==> src/rtl/uni2bin_acc_pkg.sv <==
// Shared definitions for the unary-to-binary accumulator and its downstream register stage.
package uni2bin_acc_pkg;

  // Binary result width; one conversion window is 2**DEF_BITWIDTH cycles long.
  localparam int unsigned DEF_BITWIDTH = 4;

endpackage : uni2bin_acc_pkg

==> src/rtl/uni2bin_acc.sv <==
// Unary-to-binary converter: counts the ones of iBit over a 2**BITWIDTH-cycle window
// started by iStart, then presents the saturated count on oData with a one-cycle oValid.
module uni2bin_acc
  import uni2bin_acc_pkg::*;
#(
  parameter int unsigned BITWIDTH = DEF_BITWIDTH
) (
  input  logic                iClk,
  input  logic                iRstN,
  input  logic                iClr,
  input  logic                iStart,
  input  logic                iBit,
  output logic [BITWIDTH-1:0] oData,
  output logic                oValid,
  output logic                oBusy
);

  // One extra accumulator bit so an all-ones window (2**BITWIDTH) cannot wrap to zero.
  localparam int unsigned ACC_W = BITWIDTH + 1;

  localparam logic [BITWIDTH-1:0] DATA_MAX = '1;

  localparam logic [1:0] ST_IDLE = 2'd0;
  localparam logic [1:0] ST_RUN  = 2'd1;
  localparam logic [1:0] ST_DONE = 2'd2;

  typedef enum logic [1:0] {
    IDLE = ST_IDLE,
    RUN  = ST_RUN,
    DONE = ST_DONE
  } state_t;

  state_t              state;
  logic [BITWIDTH-1:0] winCnt;
  logic [ACC_W-1:0]    acc;
  logic [ACC_W-1:0]    accNext;

  // Accumulator value including the sample taken on this edge.
  always_comb begin
    accNext = acc + ACC_W'(iBit);
  end

  // Window FSM, inline window counter, accumulator and registered outputs.
  always_ff @(posedge iClk or negedge iRstN) begin
    if (!iRstN) begin
      state  <= IDLE;
      winCnt <= '0;
      acc    <= '0;
      oData  <= '0;
      oValid <= 1'b0;
      oBusy  <= 1'b0;
    end else if (iClr) begin
      state  <= IDLE;
      winCnt <= '0;
      acc    <= '0;
      oData  <= '0;
      oValid <= 1'b0;
      oBusy  <= 1'b0;
    end else begin
      oValid <= 1'b0;
      case (state)
        IDLE: begin
          if (iStart) begin
            state  <= RUN;
            winCnt <= '0;
            acc    <= '0;
            oBusy  <= 1'b1;
          end
        end
        RUN: begin
          // iStart is deliberately ignored here; a window always runs to completion.
          acc    <= accNext;
          winCnt <= winCnt + BITWIDTH'(1);
          if (winCnt == DATA_MAX) begin
            state  <= DONE;
            oBusy  <= 1'b0;
            oValid <= 1'b1;
            oData  <= accNext[BITWIDTH] ? DATA_MAX : accNext[BITWIDTH-1:0];
          end
        end
        DONE: begin
          if (iStart) begin
            state  <= RUN;
            winCnt <= '0;
            acc    <= '0;
            oBusy  <= 1'b1;
          end else begin
            state <= IDLE;
          end
        end
        default: begin
          state <= IDLE;
          oBusy <= 1'b0;
        end
      endcase
    end
  end

endmodule : uni2bin_acc

==> config.mk <==
export PLATFORM = sky130hd
export DESIGN_NAME = uni2bin_acc
export DESIGN_NICKNAME = d
export VERILOG_FILES = /design/src/rtl/uni2bin_acc_pkg.sv /design/src/rtl/uni2bin_acc.sv
export SDC_FILE = /design/constraint.sdc
export NUM_CORES = 1
export LEC_CHECK = 0
export BUFFER_PORTS_ARGS = -buffer_cell sky130_fd_sc_hd__buf_2
export CAP_MARGIN = 20
export CELL_PAD_IN_SITES_DETAIL_PLACEMENT = 1
export CELL_PAD_IN_SITES_GLOBAL_PLACEMENT = 1
export CORE_ASPECT_RATIO = 0.8
export CORE_MARGIN = 2
export CORE_UTILIZATION = 42
export DETAILED_ROUTE_END_ITERATION = 6
export GPL_ROUTABILITY_DRIVEN = 1
export GPL_TIMING_DRIVEN = 0
export PLACE_DENSITY_LB_ADDON = 0.1
export SLEW_MARGIN = 20
export SYNTH_ARGS = -nofsm -noshare
export SYNTH_HDL_FRONTEND = slang
export SYNTH_SLANG_ARGS = --single-unit
==> constraint.sdc <==
create_clock -name iClk -period 1.7 [get_ports iClk]
set_input_delay 0.34 -clock iClk [delete_from_list [all_inputs] [get_ports iClk]]
set_output_delay 0.34 -clock iClk [all_outputs]
set_load 0.1 [all_outputs]
==> key figures <==
Logic synthesis
  – Post-synthesis register bit count: 17
  – Syn nets: 83
  – Count leader, synth: dfrtp_1
  – Top post-synthesis cells by area: dfrtp_1 52%, nand2_1 5.5%, ha_1 4.6%
  – Post-Syn Area: 813 µm²
  – Dominant cell type by area after synthesis: dfrtp_1
  – Netlist cell types: 23
  – YS warnings: 0
  – Top FF cell, synth: dfrtp_1
  – Mean Syn Cell Area: 10.8 µm²
  – Post-synth EDFFs: 0
  – Register area share after synthesis: 52.3%
  – Ys async rst share: 100%
  – Synth top area share: 52.3%
  – Mapped Cells: 75
  – Synth top cells by count: 17 x dfrtp_1, 12 x nand2_1, 6 x nor2_1, 6 x o21ai_0

Finish
  – Fraction of layout cells with a size suffix above 1: 23.3%
  – Design Area, Final: 930 µm²
  – Fin nets: 99
  – Diode count: 0
  – Fill cell count: about 230
  – Post-Layout Cell Count: 114
  – Synth-to-Final Area Change: 14.3%

Detailed routing
  – Pre-antenna DRT Iters: 3
  – WL met2: 817 µm
  – Final ANT Viol Nets: 0
  – DRT iter0 DRCs: 11
  – Met3 WL: 66 µm
  – Routed met1 length: 822 µm
  – DR WL/cell: 15.1 µm
  – DR vias/cell: 5.18
  – Top routing layer used: met4
  – Vias: 590
  – Total routed wirelength: 1720 µm
  – # DRC: 0

Worst hold path
  – Hold/Removal Path Class: primary input to flop
  – Worst hold path depth: 2
  – WHS Endpoint: winCnt[2]$_DFFE_PN0P_
  – Hold Crit Start: iClr

Timing
  – Setup violations, final: 0
  – Max-slew headroom: 67.8%
  – Post-layout min period: 1.59 ns
  – Slew Limit Fails: 0
  – RSZ-0062 raised after global routing: no
  – Final setup margin: approximately 0.11 ns
  – Clk_skew: 0.00245 ns
  – Tcrit/Tclk final: 93.4%
  – Fin. Hold Viols: 0
  – Slew @ Worst Pin: 0.486 ns
  – Setup tns final: 0 ns
  – Worst hold margin: 0.342 ns
  – Max Clk Rate: 630 MHz

CTS
  – Worst-Skew Late Latency: 0.29 ns
  – Clock slew at reported path FFs: 0.10 ns
  – Total CTS buffers: 3
  – CTS tree: done
  – Bufs on Longest Clock Path: 2
  – CTS Root Cell: clkbuf_4
  – Postcts setup bufs: 0
  – Hold buffers post-CTS: 1
  – # H-tree levels: 1
  – Clock sink total: 17
  – CTS-repair resized insts: 0

Setup path
  – Worst Path Arrival: 1.77 ns
  – Crit path launch type: flop
  – R2r setup slk: approximately 0.11 ns
  – CP required: 1.89 ns
  – Reg2reg path depth: 6
  – Endpoint type of the worst setup path: flop
  – Reg2Reg Capture Point: oData[3]$_DFFE_PN0P_
  – Critical path class: flop to flop
  – Critical Path Start: acc[0]$_DFFE_PN0P_
  – Worst-path fanout max: 4
  – R2r startpoint: acc[0]$_DFFE_PN0P_

Place
  – Placed insts: 109
  – RD Place Congestion: 0.730
  – Final HPWL DP: between 1000 and 1500 µm
  – Worst slack at placement: a little under 0.06 ns
  – PortBufs: 10
  – Dpl cell area: 893 µm²

Power
  – Worst vdd ir: 0.000600 V
  – Pwr Density: slightly below 800 nW/µm²
  – Leak: 0.000471 µW

Floorplanning
  – Die Wd: 53.2 µm
  – Full die area: between 2000 and 2500 µm²
  – # rows: 14
  – IO Pins: 11
  – Starting Density: a little over two fifths
  – Core box area: 1860 µm²
  – Die height: 43.4 µm

GRT
  – Initial antenna violation count: 0
  – GRT Util Overall: 18.5%
  – First-pass GRT wire length: 2970 µm
  – Remaining Overflow, GRT: 0
  – Largest net degree at the start of global routing: 18
  – Vias in the first global route: 623

Run status
  – Status: finished, final reports clean

Run
  – Max Cap Violations: 0
-- per-stage QoR --
| stage | util, % | power [µW] |
|---|---|---|
| 2_1_floorplan | - | 483 |
| 3_3_place_gp | 48.1 | 511 |
| 3_5_place_dp | 48.1 | 515 |
| 4_1_cts | 50.1 | 738 |
| 5_1_grt | 50.1 | 767 |
| 6_report | 50.1 | 723 |
-- power by group --
group | internal (µW) | switching, µW | leakage, µW
combinational | 28.9 | 56.2 | 0.000222
clock | 91.2 | 123 | 0.0000150
sequential | 413 | 10.5 | 0.000234
-- worst max path at each step --
stage / end / slack [ns] / cells after the start
floorplan: oData[3]$_DFFE_PN0P_ / 0.29 / 6
global placement: oData[3]$_DFFE_PN0P_ / 0.11 / 7
detailed placement: oData[3]$_DFFE_PN0P_ / 0.06 / 7
CTS: oData[3]$_DFFE_PN0P_ / 0.12 / 6
global route: oData[3]$_DFFE_PN0P_ / 0.02 / 6
finish: oData[3]$_DFFE_PN0P_ / 0.11 / 6
-- registers in the layout, indices dropped and copies added, names as in the netlist --
name	flops
acc	5
oBusy	1
oData	4
oValid	1
state	2
winCnt	4
-- cell families (layout without fill, tap and decap cells) --
family	count (synthesis)	after routing	share of synthesized area (%)
buffers and inverters	0	15	0
AO/OA/AOI/OAI	17	17	12.8
AND/OR/NAND/NOR	32	32	23.8
XOR/XNOR	6	6	6.46
flip-flops	17	17	52.3
adder cells (fa/ha/maj)	3	3	4.62
-- final cells by class --
type | count | area (µm²) | share of cell area (%)
Timing Repair Buffer | 11 | 60.1 | 6.46
Clock buffer | 4 | 26.3 | 2.83
Sequential cell | 17 | 425 | 45.8
Multi-Input combinational cell | 58 | 388 | 41.7
Tap cell | 24 | 30.0 | 3.23
-- routing by layer --
layer / GRT usage, % / vias up
met4: 4.62 / 0
met2: 30.4 / 10
li1: - / 290
met3: 7.24 / 2
met1: 22.9 / 288
met5: 0 / -
-- cells in the final DEF, fill, tap and decap left out, types with 2 or more instances in the layout --
master	netlist	final
a22o_1	4	4
xnor2_1	2	2
a21oi_1	4	4
clkbuf_4	0	3
dfrtp_1	17	17
nand2_1	12	12
xor2_1	4	4
o21ai_1	2	2
ha_1	3	3
nand3_1	3	3
nor2_1	6	6
o21ai_0	6	6
buf_2	0	10
-- critical path: stages, from the launching register on --
cell	delay, ns
dfrtp_1	0.40
ha_1	0.21
ha_1	0.25
nand3_1	0.15
xor2_1	0.21
nand2_1	0.10
a22o_1	0.18
No activity file was read; power rests on OpenSTA's default activity.
